## config.mk

```make
export PLATFORM = sky130hd
export DESIGN_NAME = axis_rr_arbiter
export DESIGN_NICKNAME = d
export VERILOG_FILES = /design/src/rtl/axis_rr_arbiter.sv
export SDC_FILE = /design/constraint.sdc
export NUM_CORES = 1
export LEC_CHECK = 0
export ABC_AREA = 1
export BUFFER_PORTS_ARGS = -buffer_cell sky130_fd_sc_hd__buf_4
export CAP_MARGIN = 10
export CORE_MARGIN = 2
export CORE_UTILIZATION = 35
export CTS_BUF_LIST = sky130_fd_sc_hd__clkbuf_8 sky130_fd_sc_hd__clkbuf_16
export CTS_CLUSTER_DIAMETER = 150
export DETAILED_ROUTE_END_ITERATION = 6
export GPL_ROUTABILITY_DRIVEN = 0
export HOLD_SLACK_MARGIN = 0.03
export PLACE_DENSITY_LB_ADDON = 0.25
export SLEW_MARGIN = 15
export SYNTH_ARGS = -nofsm -noshare
export SYNTH_HDL_FRONTEND = slang
export SYNTH_SLANG_ARGS = --single-unit
```

## constraint.sdc

```tcl
create_clock -name clk -period 4.25 [get_ports clk]
set_input_delay 0 -clock clk [delete_from_list [all_inputs] [get_ports clk]]
set_output_delay 0 -clock clk [all_outputs]
set_load 0.03 [all_outputs]
```

## src/rtl/axis_rr_arbiter.sv

```systemverilog
// Round-robin N-to-1 arbiter for valid/ready streams, burst-bounded grants.
// Latency: zero (combinational mux) while granted; one idle bubble per re-grant.
// Backpressure: down_ready is routed straight to the granted up_ready; others see 0.
//
// Ports:
//   clk, rst                  clock; asynchronous active-high reset
//   up_valid/up_ready/up_data per-requester stream, requester i at [i*width +: width]
//   down_valid/down_ready/down_data/down_src  shared output stream + granted index
//   up_last/down_last         only when AXIS_ARB_LAST_EN is defined: grants are
//                             held for a whole packet instead of burst_max beats
module axis_rr_arbiter #(
  parameter int width     = 4,
  parameter int n_in      = 4,
  parameter int burst_max = 4
) (
  input  logic                       clk,
  input  logic                       rst,
  input  logic [n_in-1:0]            up_valid,
  output logic [n_in-1:0]            up_ready,
  input  logic [n_in*width-1:0]      up_data,
`ifdef AXIS_ARB_LAST_EN
  input  logic [n_in-1:0]            up_last,
  output logic                       down_last,
`endif
  output logic                       down_valid,
  input  logic                       down_ready,
  output logic [width-1:0]           down_data,
  output logic [$clog2(n_in)-1:0]    down_src
);

  localparam int IW = $clog2(n_in);
  localparam int CW = $clog2(burst_max + 1);
  localparam logic [CW-1:0] CNT_LAST = CW'(burst_max - 1);

  typedef enum logic [0:0] {IDLE, BUSY} state_t;

  state_t          state, state_nxt;
  logic [IW-1:0]   grant, grant_nxt;
  logic [IW-1:0]   ptr, ptr_nxt;
  logic [CW-1:0]   cnt, cnt_nxt;

  logic            found;
  logic [IW-1:0]   pick;
  logic [IW-1:0]   cand;
  logic            xfer;
  logic            end_of_grant;

  always_ff @(posedge clk or posedge rst) begin
    if (rst) begin
      state <= IDLE;
      grant <= '0;
      ptr   <= IW'(n_in - 1);
      cnt   <= '0;
    end else begin
      state <= state_nxt;
      grant <= grant_nxt;
      ptr   <= ptr_nxt;
      cnt   <= cnt_nxt;
    end
  end

  always_comb begin
    state_nxt    = state;
    grant_nxt    = grant;
    ptr_nxt      = ptr;
    cnt_nxt      = cnt;
    up_ready     = '0;
    down_valid   = 1'b0;
    down_data    = '0;
    down_src     = '0;
`ifdef AXIS_ARB_LAST_EN
    down_last    = 1'b0;
`endif
    found        = 1'b0;
    pick         = '0;
    cand         = '0;
    xfer         = 1'b0;
    end_of_grant = 1'b0;

    case (state)
      IDLE: begin
        // Scan starts just after the last owner so it becomes lowest priority.
        for (int k = 1; k <= n_in; k++) begin
          cand = IW'((int'(ptr) + k) % n_in);
          if (!found && up_valid[cand]) begin
            found = 1'b1;
            pick  = cand;
          end
        end
        if (found) begin
          state_nxt = BUSY;
          grant_nxt = pick;
          cnt_nxt   = '0;
        end
      end

      BUSY: begin
        down_valid      = up_valid[grant];
        up_ready[grant] = down_ready;
        // Data and index are forced to zero whenever the beat is not valid.
        if (up_valid[grant]) begin
          down_data = up_data[grant*width +: width];
          down_src  = grant;
        end
        xfer = up_valid[grant] & down_ready;
`ifdef AXIS_ARB_LAST_EN
        down_last    = up_last[grant];
        end_of_grant = xfer & up_last[grant];
`else
        end_of_grant = xfer & (cnt == CNT_LAST);
`endif
        if (!up_valid[grant] || end_of_grant) begin
          state_nxt = IDLE;
          ptr_nxt   = grant;
          cnt_nxt   = '0;
        end else if (xfer) begin
`ifdef AXIS_ARB_LAST_EN
          // Beat count is informational only here; saturate so long packets never wrap.
          cnt_nxt = (cnt == CNT_LAST) ? cnt : cnt + 1'b1;
`else
          cnt_nxt = cnt + 1'b1;
`endif
        end
      end

      default: state_nxt = IDLE;
    endcase
  end

endmodule

```

# After elaboration in Yosys (flattened, before gate mapping)
# Cells that the tools add are included.
[op_classes] n_addsub=5 magnitude_cmp=6 n_eq_ne=3 shifts=1 muxes=37 n_bitwise=4 reduce_logical=12
[ops] operator="$mux 1" count=17
[ops] operator="$shiftx 16x5->4" count=1
[ops] operator="$lt 2x3->1 const B" count=5
[ops] operator="$mux 2" count=6
[ops] operator="$mux 4" count=3
[ops] operator="$bmux 1 s2" count=5
[ops] operator="$mux 3" count=3
[ops] operator="$pmux 3 s2" count=1
[ops] operator="$reduce_and 2->1" count=3
[ops] operator="$add 2x1->2 const B" count=2
[ops] operator="$add 2x2->2 const B" count=2
[ops] operator="$and 4x4->4" count=1
[ops] operator="$logic_and 1x1->1" count=4
[ops] operator="$logic_not 1->1" count=4
[ops] operator="$add 3x1->3 const B" count=1
[ops] operator="$eq 3x2->1 const B" count=1
[ops] operator="$ne 3x1->1 const B" count=1
[ops] operator="$and 1x1->1" count=2
[ops] operator="$demux 1 s2" count=1
[ops] operator="$ge 2x1->1 const B" count=1
[ops] operator="$ne 2x2->1 const B" count=1
[ops] operator="$pmux 1 s2" count=1
[ops] operator="$logic_or 1x1->1" count=1
[ops] operator="$not 1->1" count=1
[totals] register_bits=8 output_inout_bits=11 elab_cells=72

# Depth between registers and ports, before layout
# Gate-level depths: netlist of the first run.
[logic_depth] depth_word=19 mapped_depth=12 ltp_nobuf=11

# Worst setup path before layout of the first run
# Ideal clock, no wire load.
[synth_path] path_type="register to output" start="reg grant[0]" end="out down_data[2]" t_arrival_ns=1.663 t_required_ns=4.250 path_slack_ns=2.587 path_stages_with_launch=11 path_cell_list="dfrtp_1 buf_4 inv_4 nand2_1 nor2_1 nor2_2 nand2_4 inv_2 nor2_4 inv_2 nor2_1"
[synth_between] elab_chain_len=4
[synth_rtl] item="start: declaration" line="38" source="logic [IW-1:0] grant, grant_nxt;"
[synth_rtl] item="start signal: assignment" line="56" source="grant <= grant_nxt;"
[synth_rtl] item="branches (longest 2 deep; another with $shiftx 16x5->4)"
[synth_rtl] item="$mux 4 (*)" line="101" source="if (up_valid[grant]) begin"
[synth_rtl] item="$mux 4 (*)" line="80" source="case (state)"
[synth_rtl] item="end: declaration" line="27" source="output logic [width-1:0] down_data,"
# Mark *: on every way between the ends. The select of a mux whose other input is x is not followed.

# Worst setup path after layout of the first run
[layout_path] start="reg grant[0]" end="out down_data[1]"
# Same word-level chain as after synthesis.

==> key figures, run 1 <==
Run status
  – Run status: complete, no violations

Logic synthesis
  – Synthesis Warnings: 0
  – Netlist cell types: 25
  – Mean Syn Cell Area: 6.282 um^2
  – Count leader, synth: nand2_1
  – Synthesized flop and latch total: 8
  – Top FF cell, synth: dfrtp_1
  – Number of synthesized flops with an enable pin: 0
  – Top cell type's share of synthesized area: 0.2033
  – Asr flop ratio synth: 1.000
  – Post-synth net total: 169
  – Seq/Total Area, Yosys: 0.2241
  – Synthesized area: 904.6 um^2
  – Most instantiated cells after synthesis: nand2_1 (49), nand3_1 (16), nor2_1 (15)
  – Mapped Cells: 144
  – Dominant cells by area after synthesis: nand2_1 (20%), dfrtp_1 (17%), nand3_1 (8.9%)
  – Area leader, netlist: nand2_1

Global routing
  – Vias in the first global route: 1,000
  – Largest net degree at the start of global routing: 11
  – First-pass GRT wire length: 4.271 mm
  – Total gr overflow: 0
  – Initial antenna violation count: 0
  – Total track usage: 0.1988

Setup path
  – Startpoint Class: flip-flop
  – Setup Crit Path Kind: reg -> out
  – R2r worst-path depth: 9
  – Crit-path max FO: 10
  – Critical Path AT: 1.81 ns
  – Element type at the critical path end: output port
  – Required time of the critical path: 4.25 ns

Routing
  – Vias/cell: 5.038
  – Pre-Repair DR Iteration Count: 4
  – Met2 Wirelength: 1.220 mm
  – Remaining antenna violation count: 0
  – DRC violations left: 0
  – Routed length per instance: 12.14 um
  – Total number of vias: 1,058
  – Detailed Route Iter0 Violations: 23
  – M1 wire length: 1.200 mm
  – Highest Signal Layer: met4
  – Metal3 WL: 93 um
  – Final WL: 2.550 mm

Finish
  – Register area: 202.7 um^2
  – Multi-input gate area: 603.1 um^2
  – Nets: 206
  – Area grow syn2layout: 35.55%
  – Layout cells sized above 1: 0.3556
  – Filler cell count: 249
  – Number of diodes: 0
  – Fin util: 0.4995

CTS
  – H-tree levels: 1
  – Post-CTS Setup Bufs: 0
  – # clock sinks: 8
  – Worst-skew pair later-pin latency: 0.24 ns
  – Clock slew seen by the registers of the worst setup and hold paths: 0.05 ns
  – CTS Buf Count: 3
  – Post-cts gate resize count: 0
  – CTS max path bufs: 2
  – Root buf cell: clkbuf_8
  – CTS tree: yes

Power
  – Cell Pwr Density: 750.1 mW/mm^2
  – Pleak: 0.6608 nW
  – VDD IR-drop max: 0.0003504 V

Timing
  – Max Freq: 0.5533 GHz
  – RSZ-0062 raised after global routing: false
  – Final count of pins violating max slew: 0
  – Slew Limit Headroom: 0.7300
  – Worst slew pin tran: 0.4050 ns
  – Endpoints failing setup: 0
  – Fin crit period: 1.807 ns
  – Setup TNS: 0 ns
  – Hold Fails Final Rpt: 0
  – Clk_skew: 0.01235 ns
  – Tcrit/Tclk final: 0.4253

Hold path
  – Hold Crit Depth: 4
  – Worst hold-check path type: in -> reg

Flow run
  – Maxcap violations: 0

Floorplan
  – IO Pins: 34
  – Die height: 54.84 um
  – Starting Density: 0.3685
  – Core outline area: 0.002455 mm^2
  – Std cell rows: 18
  – Die Area: 0.003007 mm^2
  – DIE WIDTH: 54.84 um

Placement
  – Port Buffer Count: 33
  – Hpwl dp: 2.104 mm
## repair_timing
item / 4_1_cts / 5_1_grt
hold endpoints to repair: 8 / 0
setup endpoints to repair: 0 / 0
hold buffers: 1 / 0
## path summary, 6_finish.rpt
kind / startpoint / end / slack (ns)
max: grant[0] / down_data[1] / 2.44
min: down_ready / cnt[1] / 0.12
max reg2reg: ptr[0] / cnt[0] / 2.58
min reg2reg: cnt[1] / cnt[1] / 0.52
max in group asynchronous: rst / ptr[0] / 3.69
min in group asynchronous: rst / grant[1] / 0.27
## routing by layer
metal | track usage | vias up
met5 | 0 | -
met4 | 0.07500 | 0
li1 | - | 539
met1 | 0.2421 | 487
met2 | 0.3532 | 27
met3 | 0.02186 | 5
## through the flow
stage	setup WS [ns]	total power, W	cell area [um^2]	instances	hold WS (ns)
after floorplan	2.587	0.0006687	904.6	144	-0.1858
after global placement	2.640	0.0008095	1171	205	-0.04208
after detailed placement	2.584	0.0008244	1171	205	-0.02705
after CTS	2.457	0.0009234	1226	210	0.1200
after global routing	2.346	0.0009998	1226	210	0.1427
final	2.443	0.0009198	1226	210	0.1248
## worst max-delay path, cell delays in order (launching register included)
cell and delay, ns:
dfrtp_1 0.58, nand2_1 0.17, nor2_1 0.13, a21oi_2 0.06, nand2_4 0.09, inv_2 0.06
nor2_4 0.09, inv_2 0.07, a31oi_2 0.13, buf_4 0.18
## kinds of logic after synthesis
kind of cell / after synthesis / synth area share
and+or+nand+nor: 99 / 0.5201
buffers and inverters: 22 / 0.1093
AOI/OAI and AO/OA: 13 / 0.1189
DFF: 8 / 0.2241
adders and majority gates: 2 / 0.02766
## cell type report
| class | instances | area share |
|---|---|---|
| clock buffer | 3 | 0.03367 |
| clock inverter | 1 | 0.003061 |
| inverter | 20 | 0.06531 |
| multi-input combinational | 114 | 0.4918 |
| sequential | 8 | 0.1653 |
| tap | 30 | 0.03061 |
| timing repair buffer | 34 | 0.2102 |
## power breakdown
part,switching (W),internal (W)
logic,0.000425,0.000221
registers,0.0000646,0.000114
clock network,0.0000326,0.0000628
total,0.000522,0.000398
## sequential cells by signal (all words and copies together) (netlist names)
name	count
ptr	2
cnt	3
state	1
grant	2
## placed cells by master (no fill, tap or decap)
cell,count
clkbuf_8,3
a21oi_2,1
a21oi_1,3
inv_1,13
nor2_1,15
nand2_2,6
nor2_2,1
a22oi_1,2
nor2_4,3
o21ai_4,1
nor3_1,1
nand4_1,4
nand3_1,16
nand2_1,49
nand2_4,2
a221oi_1,2
o21ai_1,2
ha_1,2
a31oi_2,2
buf_4,33
dlygate4sd3_1,1
inv_2,6
dfrtp_1,6
dfstp_2,2
nand3_2,2
inv_4,2
(Power assumes the default switching activity.)
==> inputs of run 2 (changes only) <==
Clock period 4.25 ns to 1.73 ns, I/O delays scaled along.
==> run 2 against run 1 <==
  * Critical path type unchanged
  * Routed wire length barely moved
  * Highest routed layer unchanged
  * Worst setup slack got worse by 2.4 ns
  * First-iteration DRC count rose by 13%
  * Power rose to 2.6 times the previous value
  * Utilization rose by 3.4 points
  * Largest power group unchanged
==> key figures, run 2 (synthesis gave the netlist of run 1 again) <==
Power
  – Design Power: 0.002425 W
  – Reg power frac: 0.172
  – Switching power share of the total: 0.5433
  – Pint: 0.001107 W
  – Clock Power Share: 0.094
  – VDD IR-drop max: 0.001276 V
  – Cell Pwr Density: 1853 mW/mm^2
  – Sw Pwr: 0.001317 W
  – Comb power frac: 0.734
  – Pleak: 0.7028 nW

Finish
  – Top reg by flops: cnt
  – Number of diodes: 0
  – Most common cell after layout, fill and taps aside: nand2_1
  – Commonest cells after routing, fill and taps aside: nand2_1 (49), buf_4 (39), nand3_1 (16)
  – Multi-input gate area: 608.1 um^2
  – Area grow syn2layout: 44.68%
  – Filler cell count: 257
  – Register area: 205.2 um^2
  – Max reg flops: 3
  – Nets: 215
  – Largest regs: cnt (3), grant (2), ptr (2)
  – Fin util: 0.5331
  – Non-filler cells, final: 219
  – Layout cells sized above 1: 0.4074

Setup path
  – R2R Path Start: ptr[0]
  – Crit-path max FO: 6
  – Setup Crit Path Kind: reg -> out
  – Crit Reg-Reg Endpoint: grant[1]
  – Worst reg2reg setup slack: 0.14 ns
  – R2r worst-path depth: 11
  – Critical Path AT: 1.65 ns
  – Startpoint Class: flip-flop
  – Element type at the critical path end: output port
  – Required time of the critical path: 1.73 ns

CTS
  – Worst-skew pair later-pin latency: 0.23 ns
  – Root buf cell: clkbuf_8
  – H-tree levels: 1
  – CTS tree: yes
  – Clock slew seen by the registers of the worst setup and hold paths: 0.04 ns
  – CTS max path bufs: 2
  – CTS Buf Count: 3
  – # clock sinks: 8

Global routing
  – Vias in the first global route: 921
  – Initial antenna violation count: 0
  – Total gr overflow: 0
  – First-pass GRT wire length: 4.174 mm
  – Total track usage: 0.1984
  – Largest net degree at the start of global routing: 11

Placement
  – Post-placement setup slack: 0.07746 ns
  – Cells after DPL: 207
  – Port Buffer Count: 33
  – Hpwl dp: 2.091 mm

Timing
  – Hold Fails Final Rpt: 0
  – Fin crit period: 1.649 ns
  – Worst slew pin tran: 0.2960 ns
  – Setup WS post-layout: 0.08062 ns
  – Endpoints failing setup: 0
  – Max Freq: 0.6063 GHz
  – Tcrit/Tclk final: 0.9534
  – WHS: 0.1229 ns
  – RSZ-0062 raised after global routing: true
  – Final count of pins violating max slew: 0
  – Slew Limit Headroom: 0.8024
  – Clk_skew: 0.002400 ns

Routing
  – Routed length per instance: 11.64 um
  – DRC violations left: 0
  – Pre-Repair DR Iteration Count: 4
  – Final WL: 2.549 mm
  – Total number of vias: 1,065
  – Remaining antenna violation count: 0
  – Vias/cell: 4.863
  – Detailed Route Iter0 Violations: 26

Floorplan
  – Core outline area: 0.002455 mm^2
  – Die height: 54.84 um
  – Die Area: 0.003007 mm^2
  – Starting Density: 0.3685
  – IO Pins: 34
  – DIE WIDTH: 54.84 um
  – Std cell rows: 18

Hold path
  – Worst hold-check path type: in -> reg
  – Worst Min Path Start: down_ready
  – Hold Crit Depth: 4
  – Worst Hold End: cnt[2]

Run status
  – Run status: complete, no violations

Flow run
  – Maxcap violations: 0
## run 2: cell types whose count changed in the layout (fill, tap and decap cells not counted), sizes merged
cell | before | now
buf | 33 | 41
clkbuf | 3 | 4
## run 2: per-layer routing
layer / wire [um] / GRT usage / up-vias / share of wire
met5: 0 / 0 / - / 0
met4: 37 / 0.08750 / 0 / 0.015
met3: 77 / 0.02459 / 4 / 0.030
met2: 1290 / 0.3333 / 21 / 0.51
met1: 1144 / 0.2512 / 487 / 0.45
li1: - / - / 553 / -
## run 2: what timing repair did
action / 4_1_cts / 5_1_grt
buffers inserted: 2 / 5
endpoints found under the hold margin: 8 / 0
hold buffers: 1 / 0
endpoints found under the setup margin: 5 / 9
resized for setup: 4 / 3
## run 2: stage by stage
step / instance area [um^2] / setup TNS [ns]
finish: 1309 / 0
global placement: 1186 / 0
CTS: 1265 / 0
floorplan: 904.6 / 0
global route: 1309 / -0.009418
detailed placement: 1186 / 0
## run 2: how the worst max path moves through the flow
| stage | depth (start not counted) | start | end | slack (ns) |
|---|---|---|---|---|
| after CTS | 10 | grant[1] | down_data[0] | 0.02 |
| after global routing | 10 | grant[0] | down_data[0] | -0.008 |
| after floorplan | 10 | grant[0] | down_data[2] | 0.07 |
| after global placement | 11 | ptr[0] | grant[1] | 0.12 |
| after detailed placement | 11 | ptr[0] | grant[1] | 0.08 |
| final | 10 | grant[1] | down_data[0] | 0.08 |
## run 2: power by group through the flow
stage,sequential [W],combinational (W),clock [W]
CTS,0.000450,0.00166,0.000236
floorplan,0.000343,0.00130,0
finish,0.000417,0.00178,0.000229
detailed placement,0.000442,0.00161,0
global placement,0.000437,0.00158,0
global route,0.000428,0.00198,0.000242
## run 2: worst max-delay path, stage by stage, from the launching register on
cell and delay, ns:
dfrtp_2 0.43, inv_4 0.10, nand2_1 0.09, nor2_2 0.10
nor2_2 0.06, nand2_4 0.08, inv_2 0.06, nor2_4 0.09
inv_2 0.07, a31oi_2 0.17, buf_6 0.16
## run 2: area by class of cell
class / instances / area share
tap: 30 / 0.02868
timing repair buffer: 43 / 0.2524
clock buffer: 3 / 0.03155
sequential: 8 / 0.1568
multi-input combinational: 114 / 0.4646
inverter: 20 / 0.06310
clock inverter: 1 / 0.002868
==> inputs of run 3 (changes only) <==
Settings changed: CORE_UTILIZATION 35 to 40.
==> run 3 against run 2 <==
  * Clock skew increased by 0.0023 ns
  * Sequential power increased by 2%
  * Power increased by 2.3%
  * Flip-flop and latch count unchanged
  * Critical path type unchanged
  * Largest cell class unchanged
  * Largest power group unchanged
==> key figures, run 3 (synthesis gave the netlist of run 1 again) <==
Run status
  – Run status: complete, no violations

Setup path
  – R2r worst-path depth: 9
  – Setup Crit Path Kind: reg -> out
  – R2R Path Start: ptr[0]
  – Crit Reg-Reg Endpoint: cnt[0]
  – Worst reg2reg setup slack: 0.16 ns
  – Critical Path AT: 1.69 ns
  – Element type at the critical path end: output port
  – Required time of the critical path: 1.73 ns
  – Startpoint Class: flip-flop
  – Crit-path max FO: 5

Global routing
  – Total gr overflow: 0
  – Vias in the first global route: 1,023
  – Total track usage: 0.2118
  – First-pass GRT wire length: 4.236 mm
  – Initial antenna violation count: 0
  – Largest net degree at the start of global routing: 10

Placement
  – Post-placement setup slack: 0.1508 ns
  – Port Buffer Count: 33
  – Hpwl dp: 2.089 mm

Finish
  – Area grow syn2layout: 46.33%
  – Number of diodes: 0
  – Largest regs: cnt (3), grant (2), ptr (2)
  – Layout cells sized above 1: 0.4064
  – Max reg flops: 3
  – Nets: 213
  – Commonest cells after routing, fill and taps aside: nand2_1 (48), buf_4 (38), nand3_1 (16)
  – Most common cell after layout, fill and taps aside: nand2_1
  – Top reg by flops: cnt

CTS
  – CTS max path bufs: 2
  – CTS tree: yes
  – Clock slew seen by the registers of the worst setup and hold paths: 0.04 ns
  – CTS Buf Count: 3
  – Worst-skew pair later-pin latency: 0.23 ns
  – # clock sinks: 8
  – H-tree levels: 1
  – Root buf cell: clkbuf_8

Timing
  – Max Freq: 0.5921 GHz
  – Setup WS post-layout: 0.04107 ns
  – Fin crit period: 1.689 ns
  – Slew Limit Headroom: 0.7891
  – Endpoints failing setup: 0
  – Final count of pins violating max slew: 0
  – Hold Fails Final Rpt: 0
  – Worst slew pin tran: 0.3164 ns
  – WHS: 0.1271 ns
  – Clk_skew: 0.004655 ns
  – Setup TNS: 0 ns
  – Tcrit/Tclk final: 0.9763

Routing
  – Routed length per instance: 12.70 um
  – Total number of vias: 1,104
  – Detailed Route Iter0 Violations: 26
  – DRC violations left: 0
  – Vias/cell: 5.135
  – Final WL: 2.730 mm
  – Remaining antenna violation count: 0
  – Pre-Repair DR Iteration Count: 4

Flow run
  – Maxcap violations: 0

Power
  – Design Power: 0.002481 W
  – Pleak: 0.6970 nW
  – VDD IR-drop max: 0.001036 V
  – Cell Pwr Density: 1874 mW/mm^2

Floorplan
  – IO Pins: 34
  – Core outline area: 0.002170 mm^2
  – Starting Density: 0.4170
  – Std cell rows: 17
  – Die Area: 0.002658 mm^2
  – DIE WIDTH: 51.56 um
  – Die height: 51.56 um

Hold path
  – Worst Min Path Start: down_ready
  – Worst hold-check path type: in -> reg
  – Worst Hold End: cnt[1]
  – Hold Crit Depth: 4
[run 3: cell count changes in the layout (fill, tap and decap cells not counted), sizes merged]
cell and change:
clkbuf -1, clkinv +1, inv -1, buf -1
[run 3: area by class of cell]
cell class	count	area, um^2
Inverter	20	85.08
Tap cell	28	35.03
Sequential cell	8	205.2
Multi-Input combinational cell	114	635.6
Clock buffer	3	41.29
Fill cell	203	845.8
Timing Repair Buffer	41	317.8
Clock inverter	1	3.754
[run 3: how the worst max path moves through the flow]
stage / start / to / slack, ns / cells after the start
6_report: grant[1] / down_data[1] / 0.04 / 9
5_1_grt: grant[0] / down_data[1] / -0.01 / 10
4_1_cts: grant[1] / down_data[0] / 0.004 / 10
3_5_place_dp: grant[0] / down_data[0] / 0.15 / 9
3_3_place_gp: grant[0] / down_data[0] / 0.13 / 9
2_1_floorplan: grant[0] / down_data[2] / 0.07 / 10
[run 3: layer usage]
metal | GRT usage | vias up | wire length [um]
met5 | 0 | - | 0
met4 | 0.04386 | 0 | 9
met3 | 0.03448 | 2 | 56
li1 | - | 553 | -
met1 | 0.2609 | 535 | 1153
met2 | 0.3868 | 14 | 1510
[run 3: what timing repair did]
action                                  4_1_cts  5_1_grt
setup buffers                                 2        4
gates resized for setup                       2       10
hold endpoints to repair                      8        0
endpoints found under the setup margin        5        5
pin swaps                                     0        1
gates cloned                                  0        0
hold buffers                                  1        0
[run 3: stage by stage]
step	cell area [um^2]	instances	utilization
after global placement	1176	204	0.5421
after detailed placement	1176	204	0.5421
after floorplan	904.6	144	-
after CTS	1250	211	0.5761
final	1324	215	0.6102
after global routing	1324	215	0.6102
[run 3: power by group]
group          switching [W]  internal (W)
registers           0.000140      0.000285
logic                0.00116      0.000672
clock network      0.0000749      0.000154
total                0.00137       0.00111
[run 3: worst max-delay path: stages (launching register included)]
cell and delay [ns]:
dfrtp_2 0.43, clkinv_4 0.09, nor2_4 0.19, a21oi_4 0.09, nand2_4 0.09, inv_2 0.06, nor2_4 0.09, inv_2 0.09
a31oi_4 0.17, buf_6 0.15
